<file path="config.mk">
export PLATFORM = sky130hd
export DESIGN_NAME = codebreaker_multi
export DESIGN_NICKNAME = d
export VERILOG_FILES = /design/src/rtl/codebreaker_pkg.sv /design/src/rtl/ascii_check16.sv /design/src/rtl/decrypt_rc4.sv /design/src/rtl/codebreaker_multi.sv
export SDC_FILE = /design/constraint.sdc
export NUM_CORES = 1
export LEC_CHECK = 0
export BUFFER_PORTS_ARGS = -buffer_cell sky130_fd_sc_hd__buf_2
export CAP_MARGIN = 20
export CORE_ASPECT_RATIO = 0.9
export CORE_MARGIN = 1.5
export CORE_UTILIZATION = 30
export CTS_CLUSTER_DIAMETER = 100
export DETAILED_ROUTE_END_ITERATION = 10
export PLACE_DENSITY = 0.56
export SLEW_MARGIN = 0
export SYNTH_ARGS = -nofsm -noshare
export SYNTH_HDL_FRONTEND = slang
export SYNTH_SLANG_ARGS = --single-unit
</file>
<file path="constraint.sdc">
create_clock -name clk -period 6.2 [get_ports clk]
set_clock_uncertainty 0.1 [all_clocks]
set_input_delay 0.62 -clock clk [delete_from_list [all_inputs] [get_ports clk]]
set_output_delay 0.62 -clock clk [all_outputs]
set_load 0.1 [all_outputs]
</file>
<file path="src/rtl/codebreaker_pkg.sv">
// Shared types, ASCII bounds and the printable-byte test for the key search.
package codebreaker_pkg;

  typedef enum logic [2:0] {
    StIdle,
    StSearch,
    StCheck,
    StDisplay,
    StFound,
    StNotFound
  } state_e;

  localparam logic [7:0] AsciiUpperA = 8'h41;
  localparam logic [7:0] AsciiUpperZ = 8'h5A;
  localparam logic [7:0] AsciiDigit0 = 8'h30;
  localparam logic [7:0] AsciiDigit9 = 8'h39;
  localparam logic [7:0] AsciiSpace  = 8'h20;

  // True for A-Z, 0-9 or space.
  function automatic logic is_printable(input logic [7:0] b);
    return ((b >= AsciiUpperA) && (b <= AsciiUpperZ)) ||
           ((b >= AsciiDigit0) && (b <= AsciiDigit9)) ||
           (b == AsciiSpace);
  endfunction

endpackage

</file>
<file path="src/rtl/ascii_check16.sv">
// Passes when every byte of a 16-byte block is printable.
module ascii_check16
  import codebreaker_pkg::*;
(
  input  logic [127:0] data_i,
  output logic         pass_o
);

  // AND-reduce the per-byte printable test.
  always_comb begin
    pass_o = 1'b1;
    for (int i = 0; i < 16; i++) begin
      if (!is_printable(data_i[8*i +: 8])) begin
        pass_o = 1'b0;
      end
    end
  end

endmodule

</file>
<file path="src/rtl/decrypt_rc4.sv">
// Stand-in decrypt engine: done after 4 enabled cycles, output is a byte-wise XOR with key[7:0].
module decrypt_rc4 (
  input  logic         clk,
  input  logic         reset,
  input  logic         enable,
  input  logic [23:0]  key,
  input  logic [127:0] bytes_in,
  output logic [127:0] bytes_out,
  output logic         done
);

  logic [2:0] cnt_q, cnt_d;
  logic       unused_key_hi;

  assign unused_key_hi = ^key[23:8];

  // Count enabled cycles, saturate at 4, clear whenever enable drops.
  always_comb begin
    cnt_d = cnt_q;
    if (!enable) begin
      cnt_d = 3'd0;
    end else if (cnt_q != 3'd4) begin
      cnt_d = cnt_q + 3'd1;
    end
  end

  // Counter register.
  always_ff @(posedge clk) begin
    if (reset) begin
      cnt_q <= 3'd0;
    end else begin
      cnt_q <= cnt_d;
    end
  end

  assign done      = (cnt_q == 3'd4);
  assign bytes_out = bytes_in ^ {16{key[7:0]}};

endmodule

</file>
<file path="src/rtl/codebreaker_multi.sv">
// Brute-force key search with NUM_ENG parallel decrypt engines checked for printable output.
module codebreaker_multi
  import codebreaker_pkg::*;
#(
  parameter int unsigned NUM_ENG = 2,
  parameter int unsigned KEY_W   = 24
) (
  input  logic             clk,
  input  logic             reset,
  input  logic             start,
  input  logic [127:0]     cyphertext,
  input  logic [KEY_W-1:0] key_limit,
  output logic [15:0]      key_display,
  output logic             stopwatch_run,
  output logic             draw_plaintext,
  input  logic             done_drawing_plaintext,
  output logic [127:0]     plaintext_to_draw,
  output logic             found,
  output logic             not_found,
  output logic [KEY_W-1:0] found_key
);

  state_e             state_q, state_d;
  logic [KEY_W-1:0]   base_key_q, base_key_d;
  logic [KEY_W-1:0]   found_key_q, found_key_d;
  logic [KEY_W-1:0]   limit_q, limit_d;
  logic [127:0]       ct_q, ct_d;
  logic [127:0]       pt_q, pt_d;

  logic               eng_en;
  logic [KEY_W:0]     eng_sum  [NUM_ENG];
  logic [23:0]        eng_key  [NUM_ENG];
  logic [127:0]       eng_out  [NUM_ENG];
  logic [NUM_ENG-1:0] eng_done;
  logic [NUM_ENG-1:0] eng_pass;
  logic [NUM_ENG-1:0] cand;

  logic               win_valid;
  logic [127:0]       win_pt;
  logic [KEY_W-1:0]   win_key;
  logic [KEY_W:0]     next_sum;

  assign eng_en = (state_q == StSearch);

  // One engine plus printable checker per lane; lane keys carry an extra bit so the
  // last batch can't alias back to low keys when compared against the limit.
  for (genvar g = 0; g < NUM_ENG; g++) begin : g_eng
    assign eng_sum[g] = {1'b0, base_key_q} + (KEY_W+1)'(g);
    assign eng_key[g] = 24'(eng_sum[g][KEY_W-1:0]);
    assign cand[g]    = eng_pass[g] && (eng_sum[g] <= {1'b0, limit_q});

    decrypt_rc4 u_eng (
      .clk       (clk),
      .reset     (reset),
      .enable    (eng_en),
      .key       (eng_key[g]),
      .bytes_in  (ct_q),
      .bytes_out (eng_out[g]),
      .done      (eng_done[g])
    );

    ascii_check16 u_chk (
      .data_i (eng_out[g]),
      .pass_o (eng_pass[g])
    );
  end

  // Priority encoder: scan high to low so the lowest-index candidate wins.
  always_comb begin
    win_valid = 1'b0;
    win_pt    = '0;
    win_key   = '0;
    for (int i = NUM_ENG - 1; i >= 0; i--) begin
      if (cand[i]) begin
        win_valid = 1'b1;
        win_pt    = eng_out[i];
        win_key   = eng_sum[i][KEY_W-1:0];
      end
    end
  end

  assign next_sum = {1'b0, base_key_q} + (KEY_W+1)'(NUM_ENG);

  // Next-state and datapath register updates.
  always_comb begin
    state_d     = state_q;
    base_key_d  = base_key_q;
    found_key_d = found_key_q;
    limit_d     = limit_q;
    ct_d        = ct_q;
    pt_d        = pt_q;
    case (state_q)
      StIdle, StFound, StNotFound: begin
        if (start) begin
          state_d    = StSearch;
          base_key_d = '0;
          ct_d       = cyphertext;
          limit_d    = key_limit;
        end
      end
      StSearch: begin
        if (&eng_done) begin
          state_d = StCheck;
        end
      end
      StCheck: begin
        if (win_valid) begin
          pt_d        = win_pt;
          found_key_d = win_key;
          state_d     = StDisplay;
        end else if (next_sum[KEY_W] || (next_sum > {1'b0, limit_q})) begin
          state_d = StNotFound;
        end else begin
          base_key_d = next_sum[KEY_W-1:0];
          state_d    = StSearch;
        end
      end
      StDisplay: begin
        if (done_drawing_plaintext) begin
          state_d = StFound;
        end
      end
      default: state_d = StIdle;
    endcase
  end

  // State and datapath registers with synchronous reset.
  always_ff @(posedge clk) begin
    if (reset) begin
      state_q     <= StIdle;
      base_key_q  <= '0;
      found_key_q <= '0;
      limit_q     <= '0;
      ct_q        <= '0;
      pt_q        <= '0;
    end else begin
      state_q     <= state_d;
      base_key_q  <= base_key_d;
      found_key_q <= found_key_d;
      limit_q     <= limit_d;
      ct_q        <= ct_d;
      pt_q        <= pt_d;
    end
  end

  assign key_display       = base_key_q[KEY_W-1 -: 16];
  assign stopwatch_run     = (state_q == StSearch) || (state_q == StCheck);
  assign draw_plaintext    = (state_q == StDisplay);
  assign found             = (state_q == StFound);
  assign not_found         = (state_q == StNotFound);
  assign plaintext_to_draw = pt_q;
  assign found_key         = found_key_q;

endmodule

</file>
# Word level (Yosys, flattened, before mapping)

Index checks and enable logic that the tools add are counted.

Bits in registers: 337
Bits of input ports: 156
Output and inout port bits: 172
Word-level logic and storage cells: 381

$add $sub $neg: 4
$lt $le $gt $ge: 131
Eq/ne operators: 46
Muxes and demuxes: 48
Bitwise operators: 3
Reductions and logical operators: 141

Operators with widths:

| cell                  | number |
|---|---|
| $eq 8x6->1 const B    | 32 |
| $ge 8x6->1 const B    | 32 |
| $ge 8x7->1 const B    | 32 |
| $le 8x6->1 const B    | 32 |
| $le 8x7->1 const B    | 32 |
| $mux 128              | 2 |
| $xor 128x128->128     | 2 |
| $mux 24               | 5 |
| $logic_and 1x1->1     | 66 |
| $logic_or 1x1->1      | 66 |
| $pmux 24 s2           | 1 |
| $mux 1                | 34 |
| $add 24x1->25 const B | 1 |
| $add 24x2->25 const B | 1 |
| $gt 25x24->1          | 1 |
| $le 25x24->1          | 1 |
| $le 24x24->1          | 1 |
| $mux 3                | 5 |
| $eq 3x3->1 const B    | 4 |
| $pmux 3 s4            | 1 |
| $ne 2x2->1 const B    | 4 |
| $add 3x1->3 const B   | 2 |
| $eq 3x2->1 const B    | 2 |
| $ne 3x3->1 const B    | 2 |
| 10 further kinds      | 12 |

# Depth between registers and ports, before layout

Depth after elaboration: 27
Mapped depth: 24
Gate-level depth less buffers: 19

# Cells and area by module

A second synthesis with hierarchy kept.

Cells, all modules: 2,485
Area total of the unflattened synthesis: 19,603.8 um^2

Modules (own cells, without submodules):

| module                         | instances | cells each | area an instance (um^2) | sequential area each (um^2) |
|---|---|---|---|---|
| codebreaker_multi              | 1         | 1,807      | 14,533.9                | 6,606.3 |
| decrypt_rc4                    | 2         | 162        | 1,536.5                 | 60.1 |
| ascii_check16 (g_eng[0].u_chk) | 1         | 175        | 1,014.7                 | 0.0 |
| ascii_check16 (g_eng[1].u_chk) | 1         | 179        | 982.2                   | 0.0 |

# Worst setup path after synthesis

OpenSTA, ideal clock, no wires.

Path type: flip-flop to flip-flop
From: register base_key_q[4]
To: register base_key_q[12]
Library setup time: 0.117 ns
Arrival time: 4.895 ns
Required time: 5.983 ns
Path slack: 1.088 ns
Cell stages (with the launch flop): 24
Path buffers: 6
Period minus slack after synthesis: 5.112 ns
Cells stage by stage: dfxtp_1 buf_2 buf_6 buf_6 buf_4 and3_1 nand3_1 nor2_1 and2_1 and3_1 nand3_1 nor2_1 xor2_1 ha_1 nor2b_1 a2111oi_0 o211ai_1 o21ai_0 and2_1 or2_2 clkbuf_1 a21oi_1 buf_2 a22o_1

Longest elaborated chain between the ends: 27
Elaborated cells on any way between the ends: 338
Those cells by class: add/sub (2); order compare (131); eq/ne (34); mux (37); bitwise (2); reduce/logical (132)

Ends and longest elaborated chain:

| what                                 | RTL line                                     | RTL |
|---|---|---|
| from (decl)                          | codebreaker_multi.sv:24                      | `logic [KEY_W-1:0] base_key_q, base_key_d;` |
| from (signal assigned)               | codebreaker_multi.sv:138                     | `base_key_q <= base_key_d;` |
| $add 24x1->25                        | codebreaker_multi.sv:48                      | `assign eng_sum[g] = {1'b0, base_key_q} + (KEY_W+1)'(g);` |
| $xor 128x128->128                    | decrypt_rc4.sv:37                            | `assign bytes_out = bytes_in ^ {16{key[7:0]}};` |
| $ge 8x7->1 (tied with other cells)   | codebreaker_pkg.sv:21                        | `return ((b >= AsciiUpperA) && (b <= AsciiUpperZ)) \|\|` |
| $logic_and 1x1->1 (on tied branches) | codebreaker_pkg.sv:21, codebreaker_pkg.sv:22 |  |
| $logic_or 1x1->1                     | codebreaker_pkg.sv:21                        |  |
| $logic_or 1x1->1                     | codebreaker_pkg.sv:22                        | `((b >= AsciiDigit0) && (b <= AsciiDigit9)) \|\|` |
| $mux 1 (16 in series)                | ascii_check16.sv:13                          | `if (!is_printable(data_i[8*i +: 8])) begin` |
| $logic_and 1x1->1                    | codebreaker_multi.sv:50                      | `assign cand[g] = eng_pass[g] && (eng_sum[g] <= {1'b0, limit_q});` |
| $mux 1 (2 in series)                 | codebreaker_multi.sv:74                      | `if (cand[i]) begin` |
| $ne 2x2->1 (no line)                 | -                                            |  |
| $reduce_and 4->1 (no line)           | -                                            |  |

Several ways; a longest one is shown, not always the timed one. The select of a mux whose other input is x is not followed.
A chain may end at the register's enable or synchronous reset.

# Final worst setup path

From: register base_key_q[1]
To: register base_key_q[1]

The elaborated chain is that of the path after synthesis.

==> run summary <==
Number of antenna violations at the first check in global routing: 8
Max frequency: 0.186 GHz
RSZ-0062 raised after global routing: false
Worst r2r path cells: 19
DRC viols: 0
Worst Hold Class: primary input to flop
Final hold vios: 0
VDD IR max: 164 µV
Asr flop ratio synth: 0
Area Growth Syn to Fin: 20.5%
Boundary Pins: 328
Slew @ Worst Pin: 1.01 ns
Hpwl dp: 44.8 mm
# H-tree levels: 2
WL final: 62.9 mm
Die Ht: 233 µm
Root Driver: clkbuf_16
Fin nets: 2619
Post-Synthesis Cell Area: 17600 µm²
Routed vias/inst: 5.14
Warnings from Yosys: 0
CP max stage delay: 0.54 ns
Post-CTS Setup Bufs: 0
CTS tree: yes
Flop and latch count out of synthesis: 336
Worst Path Buf+Inv: 1
M2 GR Usage: 0.321
1st-pass router iterations: 6
Syn_nets: 2379
Vias: 16400
Largest fanout on the critical path: 9
Largest net degree at the start of global routing: 174
Hold buffers post-CTS: 0
Met3 global-route usage: 0.0354
WL/cell: 19.7 µm
Number of global-route vias before repair: 15700
Outcome: complete, no violations
Post-CTS sizing: 0
Setup CP Type: flop to flop
Register area share after synthesis: 0.381
Ratio of cells with drive above 1 in the final layout: 0.189
Initial Utilization: 0.303
EDFF count, synth: 0
Global-route wire length before repair: 93.9 mm
Lkg Pwr: 9.10 nW
CTS clk-pin slew, worst paths: 0.06 ns
Tot Pwr: 6.17 mW
Overflow after GRT: 0
DIE AREA: 60300 µm²
PD cells: 290 nW/µm²
Clock Latency Late Sink: 0.56 ns
Gp weighted congestion: 0.883
Cell count along the critical path: 19
Syn avg cell area: 8.21 µm²
DR iter-0 viols: 1172
Chip width: 259 µm
CP top delay family: simple AND/OR/NAND/NOR gates
Critical path endpoint category: flop
Final worst path period share: 0.868
Fillers: 6095
Fin Setup TNS: 0 ns
Synth unique cells: 75
Mapped Cells: 2149
Rel. slew slack: 0.326
Max Transition Viols Final: 0
Met1 usage: 0.275
Slowest cell on crit path: dfxtp_2
Core ar.: 58200 µm²
Hold wc startpoint: cyphertext[75]
Worst setup startpoint: base_key_q[1]$_SDFFE_PP0P_
Port Buf Inserts: 327
Reg-to-reg slack, setup: 0.82 ns
GRT busiest layer: met2
Setup violators final: 0
Critical Path Start Type: flop
CP required: 6.55 ns
Crit path to: base_key_q[1]$_SDFFE_PP0P_
Final Critical Period: 5.38 ns
Row cnt: 84
CTS max path bufs: 3
Total track usage: 0.202
Top FF cell, synth: dfxtp_1
Worst R2R End: base_key_q[1]$_SDFFE_PP0P_
Num CTS Buffers: 43
Crit-path cells: ha_1, and3_1, nand3_1, nor2_1, and2_1, and3_1, nand3_1, nor2_1, xor2_1, ha_1, nor2b_1, a2111oi_0, o211ai_1, o21ai_0, and2_1, or2_2, a21oi_1, buf_4, mux2_2
Antenna Nets Post-Route: 0
CTS sink cnt: 336
Max cap viols: 0
Worst Path Arrival: 5.73 ns
FF-to-FF Start: base_key_q[1]$_SDFFE_PP0P_
[registers in the layout, summed over array words and instances, names as in the netlist]
signal	cells
g_eng.u_eng.cnt_q	6
limit_q	24
ct_q	128
base_key_q	23
plaintext_to_draw	128
state_q	3
found_key	24
[worst min-delay path by stage]
stage	to	slack (ns)	depth (start not counted)
5_1_grt	ct_q[122]$_SDFFE_PP0P_	0.18	3
3_3_place_gp	plaintext_to_draw[119]$_SDFFE_PP0P_	0.34	1
3_5_place_dp	plaintext_to_draw[55]$_SDFFE_PP0P_	0.34	1
4_1_cts	limit_q[1]$_SDFFE_PP0P_	0.16	3
6_report	ct_q[75]$_SDFFE_PP0P_	0.20	3
2_1_floorplan	limit_q[10]$_SDFFE_PP0P_	0.34	2
[metal layers]
layer	up-vias	wire length, µm
met5	-	41
met4	6	1580
met1	7885	29000
met2	589	28200
li1	7843	-
met3	110	4050
[cell usage after synthesis (10+ instances only)]
master	n	area share
nor3b_1	10	0.0043
xnor2_1	74	0.037
a21oi_1	228	0.065
nand4_1	26	0.0092
nor4_1	20	0.0071
a31oi_1	13	0.0046
nor2_1	185	0.039
nor3_1	21	0.0060
nand2_1	386	0.082
dfxtp_1	336	0.38
xor2_1	111	0.055
inv_1	57	0.012
ha_1	74	0.052
or4_1	12	0.0051
buf_2	12	0.0034
and3_1	12	0.0043
and2_1	22	0.0078
o22ai_1	11	0.0039
buf_6	12	0.0077
a211oi_1	10	0.0043
buf_4	26	0.011
clkbuf_1	101	0.021
mux2i_1	118	0.067
a21o_1	10	0.0043
nand3_1	44	0.012
a22o_1	11	0.0055
o21ai_0	50	0.014
[tightest hold or removal path, cell delays in order]
cell     delay (ns)
buf_2          0.09
nand2_1        0.04
a21oi_1        0.05
[layout make-up]
type	instances	area, µm²	share of cell area
Timing Repair Buffer	355	1910	0.0897
Tap cell	774	968	0.0456
Clock inverter	18	254	0.0119
Multi-Input combinational cell	1596	9910	0.466
Antenna cell	4	10.0	0.000471
Sequential cell	336	6740	0.317
Clock buffer	57	1260	0.0593
Inverter	57	214	0.0101
[through the flow]
step / hold slack [ns] / cell area [µm²] / std cells / worst slack, ns / util
finish: 0.198 / 21300 / 3197 / 0.819 / 0.365
floorplan: 0.336 / 17600 / 2149 / 1.09 / -
CTS: 0.157 / 21200 / 3193 / 0.924 / 0.365
detailed placement: 0.341 / 19700 / 3118 / 0.945 / 0.339
global placement: 0.338 / 19700 / 3118 / 0.994 / 0.339
global route: 0.176 / 21300 / 3196 / 0.328 / 0.365
[power breakdown]
part           internal (mW)  switching (mW)
sequential              2.27          0.0989
combinational          0.365           0.752
clock                   1.67            1.01
[kinds of logic (layout without fill, tap and decap cells)]
kind of cell | after synthesis | in the layout | share of synthesized area
simple gates | 791 | 791 | 0.200
compound gates | 426 | 426 | 0.147
xor+xnor | 186 | 186 | 0.0928
buf+inv | 217 | 487 | 0.0596
mux | 119 | 119 | 0.0676
other cells | 0 | 4 | 0
fa+ha+maj | 74 | 74 | 0.0525
flops | 336 | 336 | 0.381
[placed cells by master (no fill, tap or decap), drive strengths merged, types with 11 or more instances in the layout]
master  instances
nor4           21
nand4          26
a21oi         228
mux2i         118
xnor2          74
nand2         386
dfxtp         336
nor3           21
o22ai          11
a22o           11
and3           12
o21ai          51
xor2          112
and2           22
buf           355
inv            57
a31oi          13
ha             74
or4            13
clkbuf         57
nand3          44
nor2          185
No activity file was read; power rests on OpenSTA's default activity.
